===== config.mk =====
export PLATFORM = sky130hd
export DESIGN_NAME = multicycle_sequencer
export DESIGN_NICKNAME = d
export VERILOG_FILES = /design/src/rtl/rv32i_pkg.sv /design/src/rtl/handshake_watchdog.sv /design/src/rtl/multicycle_sequencer.sv
export SDC_FILE = /design/constraint.sdc
export NUM_CORES = 1
export LEC_CHECK = 0
export CORE_MARGIN = 8
export CORE_UTILIZATION = 44
export CTS_CLUSTER_SIZE = 24
export DETAILED_ROUTE_END_ITERATION = 16
export GPL_TIMING_DRIVEN = 1
export PLACE_DENSITY = 0.75
export SKIP_CTS_REPAIR_TIMING = 1
export SLEW_MARGIN = 20
export SYNTH_ARGS = -nofsm -noshare
export SYNTH_HDL_FRONTEND = slang
export SYNTH_HIERARCHICAL = 1
export SYNTH_SLANG_ARGS = --single-unit

===== constraint.sdc =====
create_clock -name clk -period 2.4 [get_ports clk]
set_clock_uncertainty 0.05 [all_clocks]
set_input_delay 0.48 -clock clk [delete_from_list [all_inputs] [get_ports clk]]
set_output_delay 0.48 -clock clk [all_outputs]
set_load 0.02 [all_outputs]

===== src/rtl/rv32i_pkg.sv =====
// Shared RV32I sequencer types: phase encoding, opcode map and halt error codes.
package rv32i_pkg;

  typedef enum logic [2:0] {
    FETCH  = 3'd0,
    DECODE = 3'd1,
    EXEC   = 3'd2,
    MEM    = 3'd3,
    WB     = 3'd4,
    HALT   = 3'd5
  } seq_state_t;

  localparam logic [6:0] OP_R      = 7'b0110011;
  localparam logic [6:0] OP_I      = 7'b0010011;
  localparam logic [6:0] OP_LOAD   = 7'b0000011;
  localparam logic [6:0] OP_STORE  = 7'b0100011;
  localparam logic [6:0] OP_BRANCH = 7'b1100011;
  localparam logic [6:0] OP_JAL    = 7'b1101111;
  localparam logic [6:0] OP_JALR   = 7'b1100111;
  localparam logic [6:0] OP_LUI    = 7'b0110111;
  localparam logic [6:0] OP_AUIPC  = 7'b0010111;

  localparam logic [1:0] ERR_NONE    = 2'b00;
  localparam logic [1:0] ERR_ILLEGAL = 2'b01;
  localparam logic [1:0] ERR_IMEM_TO = 2'b10;
  localparam logic [1:0] ERR_DMEM_TO = 2'b11;

  function automatic logic is_legal_op(input logic [6:0] op);
    case (op)
      OP_R, OP_I, OP_LOAD, OP_STORE, OP_BRANCH,
      OP_JAL, OP_JALR, OP_LUI, OP_AUIPC: return 1'b1;
      default:                           return 1'b0;
    endcase
  endfunction

endpackage


===== src/rtl/handshake_watchdog.sv =====
// Counts consecutive stalled request cycles; expired flags the last stalled cycle allowed.
// Combinational expired, zero latency; a MEM_TIMEOUT of 0 never expires.
module handshake_watchdog #(
  parameter int MEM_TIMEOUT = 16
) (
  input  logic clk,
  input  logic rst,
  input  logic req,
  input  logic ready,
  input  logic clear,
  output logic expired
);

  localparam int CW = (MEM_TIMEOUT > 0) ? $clog2(MEM_TIMEOUT + 1) : 1;
  localparam bit EN = (MEM_TIMEOUT > 0);
  localparam logic [CW-1:0] LIMIT = CW'((MEM_TIMEOUT > 0) ? MEM_TIMEOUT - 1 : 0);

  logic [CW-1:0] cnt;

  // expired fires on the stalled cycle that brings the count to MEM_TIMEOUT
  assign expired = EN && req && !ready && (cnt == LIMIT);

  always_ff @(posedge clk) begin
    if (rst || clear || !req || ready) begin
      cnt <= '0;
    end else if (!expired) begin
      cnt <= cnt + 1'b1;
    end
  end

endmodule


===== src/rtl/multicycle_sequencer.sv =====
// RV32I multi-cycle phase sequencer FETCH->DECODE->EXEC->MEM->WB with memory handshakes.
// Strobes are decoded from the registered phase and the current Ready, so a handshake completes in its own cycle.
module multicycle_sequencer
  import rv32i_pkg::*;
#(
  parameter int MEM_TIMEOUT = 16,
  parameter int INSTRET_W   = 32
) (
  input  logic                 clk,
  input  logic                 rst,
  input  logic                 Run,
  input  logic [6:0]           OpCode,
  input  logic                 RUWrDec,
  input  logic                 DMWrDec,
  input  logic                 IMemReady,
  input  logic                 DMemReady,
  output logic                 IMemReq,
  output logic                 IRWr,
  output logic                 ALUOutWr,
  output logic                 DMemReq,
  output logic                 DMemWr,
  output logic                 MDRWr,
  output logic                 RUWr,
  output logic                 PCWr,
  output logic [INSTRET_W-1:0] InstRet,
  output logic                 Halted,
  output logic [1:0]           ErrCode,
  output logic [2:0]           State
);

  seq_state_t state;
  logic       pending;
  logic       is_store;
  logic       is_mem_op;
  logic       i_done;
  logic       d_done;
  logic       wd_req;
  logic       wd_ready;
  logic       wd_expired;

  assign is_store  = (OpCode == OP_STORE);
  assign is_mem_op = (OpCode == OP_LOAD) || is_store;

  // Gating by rst drops any outstanding request in the reset cycle itself.
  assign IMemReq  = !rst && (state == FETCH) && (Run || pending);
  assign DMemReq  = !rst && (state == MEM);
  assign i_done   = IMemReq && IMemReady;
  assign d_done   = DMemReq && DMemReady;

  assign IRWr     = i_done;
  assign ALUOutWr = !rst && (state == EXEC);
  assign DMemWr   = DMemReq && DMWrDec;
  assign MDRWr    = d_done && !is_store;
  assign RUWr     = !rst && (state == WB) && RUWrDec;
  assign PCWr     = (d_done && is_store) || (!rst && (state == WB));
  assign State    = state;

  // Only one of the two memory ports can be requesting at a time.
  assign wd_req   = IMemReq || DMemReq;
  assign wd_ready = (state == FETCH) ? IMemReady : DMemReady;

  handshake_watchdog #(
    .MEM_TIMEOUT(MEM_TIMEOUT)
  ) u_watchdog (
    .clk     (clk),
    .rst     (rst),
    .req     (wd_req),
    .ready   (wd_ready),
    .clear   (i_done || d_done || wd_expired),
    .expired (wd_expired)
  );

  always_ff @(posedge clk) begin
    if (rst) begin
      state   <= FETCH;
      pending <= 1'b0;
      InstRet <= '0;
      Halted  <= 1'b0;
      ErrCode <= ERR_NONE;
    end else begin
      case (state)
        FETCH: begin
          if (i_done) begin
            pending <= 1'b0;
            state   <= DECODE;
          end else if (wd_expired) begin
            pending <= 1'b0;
            Halted  <= 1'b1;
            ErrCode <= ERR_IMEM_TO;
            state   <= HALT;
          end else if (IMemReq) begin
            pending <= 1'b1;
          end
        end
        DECODE: begin
          if (is_legal_op(OpCode)) begin
            state <= EXEC;
          end else begin
            Halted  <= 1'b1;
            ErrCode <= ERR_ILLEGAL;
            state   <= HALT;
          end
        end
        EXEC: begin
          state <= is_mem_op ? MEM : WB;
        end
        MEM: begin
          if (d_done) begin
            if (is_store) begin
              InstRet <= InstRet + 1'b1;
              state   <= FETCH;
            end else begin
              state <= WB;
            end
          end else if (wd_expired) begin
            Halted  <= 1'b1;
            ErrCode <= ERR_DMEM_TO;
            state   <= HALT;
          end
        end
        WB: begin
          InstRet <= InstRet + 1'b1;
          state   <= FETCH;
        end
        HALT: begin
          state <= HALT;
        end
        default: begin
          state <= FETCH;
        end
      endcase
    end
  end

endmodule

---- After elaboration in Yosys (flattened, before gate mapping) ----
Index checks and enable logic that the tools add are counted.
operators by class
  equality and inequality tests ........... 22
  reductions and logical operators ........ 35
  mux-type cells .......................... 28
  $add $sub $neg .......................... 2
operator list
  kind                                                             count
  32-bit two-way mux                                               2
  32-bit case mux with 2 select lines                              1
  32-bit by 1-bit adder with 32-bit output, second input constant  1
  7-bit by 6-bit == test with 1-bit output, second input constant  3
  7-bit == test, second input constant                             3
  3-bit two-way mux                                                6
  3-bit case mux with 5 select lines                               1
  7-bit by 5-bit == test with 1-bit output, second input constant  2
  2-bit != test, second input constant                             7
  1-bit logical AND                                                13
  1-bit two-way mux                                                11
  2-bit two-way mux                                                5
  1-bit logical OR                                                 9
  9-bit OR reduction                                               1
  7-bit by 2-bit == test with 1-bit output, second input constant  1
  3-bit by 2-bit == test with 1-bit output, second input constant  2
  3-bit == test, second input constant                             2
  2-bit case mux with 3 select lines                               1
  6-bit AND reduction                                              1
  3-bit nonzero test                                               2
  5-bit by 1-bit adder with 5-bit output, second input constant    1
  5-bit by 4-bit == test with 1-bit output, second input constant  1
  1-bit logical NOT                                                4
  4-bit AND reduction                                              1
  6 further kinds                                                  6
storage, ports and cells
  flip-flop bits (word level) ............. 44
  logic and storage cells ................. 93
  output and inout port bits .............. 46

---- Longest topological paths before layout ----
  word-level depth ........................ 10
  mapped depth ............................ 9
  mapped depth without buffers ............ 8

---- Modules after synthesis ----
Netlist, hierarchy kept.
by module, submodules not included
  module                times used  area each (µm²)  cells each
  multicycle_sequencer  1           2,087.0          253
  handshake_watchdog    1           241.5            25

---- Least setup slack after synthesis ----
No wires, ideal clock.
  path kind ............................... register to register
  from .................................... reg state[2] (netlist: State[2])
  to ...................................... reg ErrCode[1]
  path buffers ............................ 0
  period minus slack after synthesis ...... 2,499 ps
  slack ................................... -99 ps
  required time ........................... 2,217 ps
  cell stages (with the launch flop) ...... 6
  data arrival time ....................... 2,316 ps
  library setup time ...................... 133 ps
  cells stage by stage .................... dfxtp_1 > or3_1 > nor4b_1 > nor4_1 > a21oi_1 > a311oi_1
between the ends
  elaborated cells on any way between the ends .. 21
  classes of those cells .................. eq/ne: 7; mux: 2; reduce/logical: 12
RTL lines
  what                             RTL line                     source
  start, declared                  multicycle_sequencer.sv:31   seq_state_t state;
  start signal, assigned           multicycle_sequencer.sv:105  state <= is_mem_op ? MEM : WB;
  3-bit logical NOT                multicycle_sequencer.sv:45   assign IMemReq = !rst && (state == FETCH) && (Run || pending);
  1-bit logical AND (2 in series)  multicycle_sequencer.sv:45
  1-bit logical AND                multicycle_sequencer.sv:47   assign i_done = IMemReq && IMemReady;
  named net IRWr                   multicycle_sequencer.sv:18   output logic IRWr,
  2-bit != test (no line)          --
  6-bit AND reduction (no line)    --
  end signal, assigned             multicycle_sequencer.sv:79   ErrCode <= ERR_NONE;
  end signal, assigned             multicycle_sequencer.sv:89   ErrCode <= ERR_IMEM_TO;
  end signal, assigned             multicycle_sequencer.sv:100  ErrCode <= ERR_ILLEGAL;
  end, declared                    multicycle_sequencer.sv:27   output logic [1:0] ErrCode,
The timed path passes the listed nets, and every way through them passes these cells.
A chain may end at the register's enable or synchronous reset.

---- Worst setup path after layout ----
  from .................................... in OpCode[3]
  to ...................................... reg InstRet[31]
between the ends
  longest elaborated chain between the ends .. 3
RTL lines
  what                                      RTL line                     source
  start, declared                           multicycle_sequencer.sv:12   input logic [6:0] OpCode,
  7-bit by 6-bit == test with 1-bit output  multicycle_sequencer.sv:41   assign is_store = (OpCode == OP_STORE);
  2-bit != test (no line)                   --
  3-bit AND reduction (no line)             --
  end signal, assigned                      multicycle_sequencer.sv:110  InstRet <= InstRet + 1'b1;
  end signal, assigned                      multicycle_sequencer.sv:122  InstRet <= InstRet + 1'b1;
  end, declared                             multicycle_sequencer.sv:25   output logic [INSTRET_W-1:0] InstRet,
No other way between the ends.

==> metrics <==
post-route insts no fill between 400 and 500; Critical Path Start Type primary input; Post-Synthesis Net Count 295; status finished, final reports clean; Routed Antenna Nets 0; Overall Global Routing Usage roughly 16%; Period Utilization, post-route just under 100%; Reg power frac 54.3%; DP HPWL about 4.7 mm; Finished Core Util 65.6%; Nets around 380; std cell rows 26; Syn Inst Count 278; EDFF count, synth 0; slew margin rel. 73.6%; number of global-route vias before repair 2,207; Placed Area 0.00318 mm^2; largest net degree at the start of global routing 31; overall power 1.37 mW; Worst Hold Slack around 430 ps; WP data required between 2000 and 3000 ps; # diodes 0; Async S/R FF share, synth 0%; total CTS buffers 5; Clock power frac between 30% and 40%; DR iter-0 viols between 100 and 150; leakage power 1.30 nW; Max Cap Viol 0; switching portion of total power between 20% and 30%; Top-Level Pins 60; worst slew pin tran between 300 and 400 ps; Min-Delay Path Class reg2reg; Critical Path AT roughly 2500 ps; flops & latches, synth 44; P_sw ~310 uW; crit-path cells clkdlybuf4s50_1, buf_4, o41a_1, or3_4, or4_1, a21oi_1; CP max-delay cell or4_1; Synth cell types 45; sequential share of the synthesized area 37.8%; total gr overflow 0; Crit Path Max Fanout 4; initial antenna violation count 0; Int Pwr between 1 and 1.5 mW; Pre-antenna DRT Iters 4; Die X-Extent roughly 90 um; Final TNS setup 0 ps; RD Place Congestion between 0.8 and 0.9; # DRC 0; Slew Limit Fails 0; PnR worst setup slack ~46 ps; FMAX around 0.42 GHz; ys flop type dfxtp_1; Final Critical Period 2350 ps; DP Cell Count 420; Peak VDD IR roughly 0.27 mV; worst skew pair latency between 200 and 300 ps; Combinational Power Share a little under an eighth; Die Height just under 90 um; Synth Area per Inst between 8 and 9 um^2; power per cell area a little over 400 mW/mm^2; clock root buffer clkbuf_8; Mapped Area 0.00233 mm^2; DRT Wirelength between 6 and 7 mm; clock-pin slew on the worst setup and hold paths about 80 ps; share of layout cells above drive strength 1 15.6%; CP Capture Type flip-flop; DR vias/cell 5.44; CTS H-Tree Depth 2; pre-CTS setup slack -455 ps; Initial Util about 46%; Crit Path Class in2reg; area growth from synthesis to layout 43.9%; Max clock buf depth 2; first-pass GRT wire length between 10 and 15 mm; routed vias between 2,000 and 2,500; slowest stage delay, CP approximately 470 ps; DR WL/cell 14.8 um; Non-Filler Cell Area, Final between 0.003 and 0.004 mm^2; Die ar. between 0.007 and 0.008 mm^2; Final Hold Fails 0; port bufs just under 60; yosys warns 6; Clock Sink Count 44; CTS tree done; final setup fails 0; core area 0.00511 mm^2
## flip-flops by register name, summed over array words and instances, names as in the netlist
signal,flops
State,3
Halted,1
pending,1
InstRet,32
ErrCode,2
u_watchdog/cnt,5
## worst paths after layout
check / slack [ps] / to / cells after the start / start
setup / recovery: 50 / InstRet[31]$_SDFFE_PP0P_ / 6 / OpCode[3]
hold reg to reg: 430 / InstRet[31]$_SDFFE_PP0P_ / 2 / InstRet[31]$_SDFFE_PP0P_
hold / removal: 430 / InstRet[31]$_SDFFE_PP0P_ / 2 / InstRet[31]$_SDFFE_PP0P_
setup reg to reg: 50 / ErrCode[1]$_SDFFE_PP0P_ / 9 / State[0]$_SDFF_PP0_
## cell families (layout without fill, tap and decap cells)
kind of cell / after synthesis / in the layout / share of synthesized area (%)
and+or+nand+nor: 150 / 150 / 36.2
xor gates and xnor gates: 32 / 32 / 12.0
DFF: 44 / 44 / 37.8
AOI/OAI and AO/OA: 28 / 28 / 8.33
muxes: 2 / 2 / 0.913
adders and majority gates: 3 / 3 / 1.61
buffers and inverters: 19 / 101 / 3.06
## cell usage after synthesis, types with 6 or more instances
cell      count  share of area (%)
a21oi_1      11                2.4
nand4_1       9                2.4
nor4_1       23                6.2
clkbuf_1     11                1.8
and4_1        6                2.3
nor3_1        6                1.3
nand3_1      11                2.4
and2_1        6                1.6
xnor2_1      30                 11
nand2_1      12                1.9
dfxtp_1      44                 38
nor2_1       44                7.1
## power by group through the flow
stage | logic, mW | registers (mW) | clock network, mW
2_1_floorplan | 0.0579 | 0.769 | 0
3_3_place_gp | 0.147 | 0.760 | 0
3_5_place_dp | 0.150 | 0.760 | 0
4_1_cts | 0.151 | 0.743 | 0.480
5_1_grt | 0.169 | 0.744 | 0.512
6_report | 0.156 | 0.743 | 0.469
## metal layers
layer  track usage [%]  share of wire (%)  vias to the layer above
met2              26.8                 48                       71
li1                  -                  -                     1164
met1              19.8                 43                     1102
met4              4.15               0.58                        0
met3              4.83                8.3                        4
met5                 0                  0                        -
## layout make-up
| cell class | instances | area (um^2) |
|---|---|---|
| Multi-Input combinational cell | 215 | 1420 |
| Fill cell | 457 | 1760 |
| Timing Repair Buffer | 90 | 862 |
| Clock buffer | 8 | 90.1 |
| Inverter | 3 | 11.3 |
| Tap cell | 70 | 87.6 |
| Sequential cell | 44 | 885 |
## cell usage in the layout (no fill, tap or decap), types with 3 or more instances in the layout
cell type | synthesis | layout
nor4_1 | 23 | 22
nor2_1 | 44 | 40
nand4b_1 | 3 | 3
nor2b_1 | 5 | 5
nand4_1 | 9 | 9
nor4b_1 | 5 | 4
a21oi_1 | 11 | 11
nand3_1 | 11 | 11
nand2_1 | 12 | 12
xnor2_1 | 30 | 30
dlymetal6s2s_1 | 0 | 14
nor3_1 | 6 | 6
inv_1 | 3 | 3
nand2b_1 | 3 | 3
and4_1 | 6 | 6
nor2_2 | 0 | 4
dfxtp_2 | 0 | 3
and2_1 | 6 | 6
clkdlybuf4s50_1 | 0 | 45
clkbuf_8 | 0 | 6
dfxtp_1 | 44 | 41
nor3b_1 | 3 | 3
buf_4 | 0 | 30
or3_4 | 1 | 3
o21ai_0 | 5 | 5
## worst max-delay path, delay by kind of cell
kind,cells,cell delay (ps)
and+or+nand+nor,2,890
buffers and inverters,2,580
AOI/OAI and AO/OA,2,570
Power figures use the tool's default switching activity.
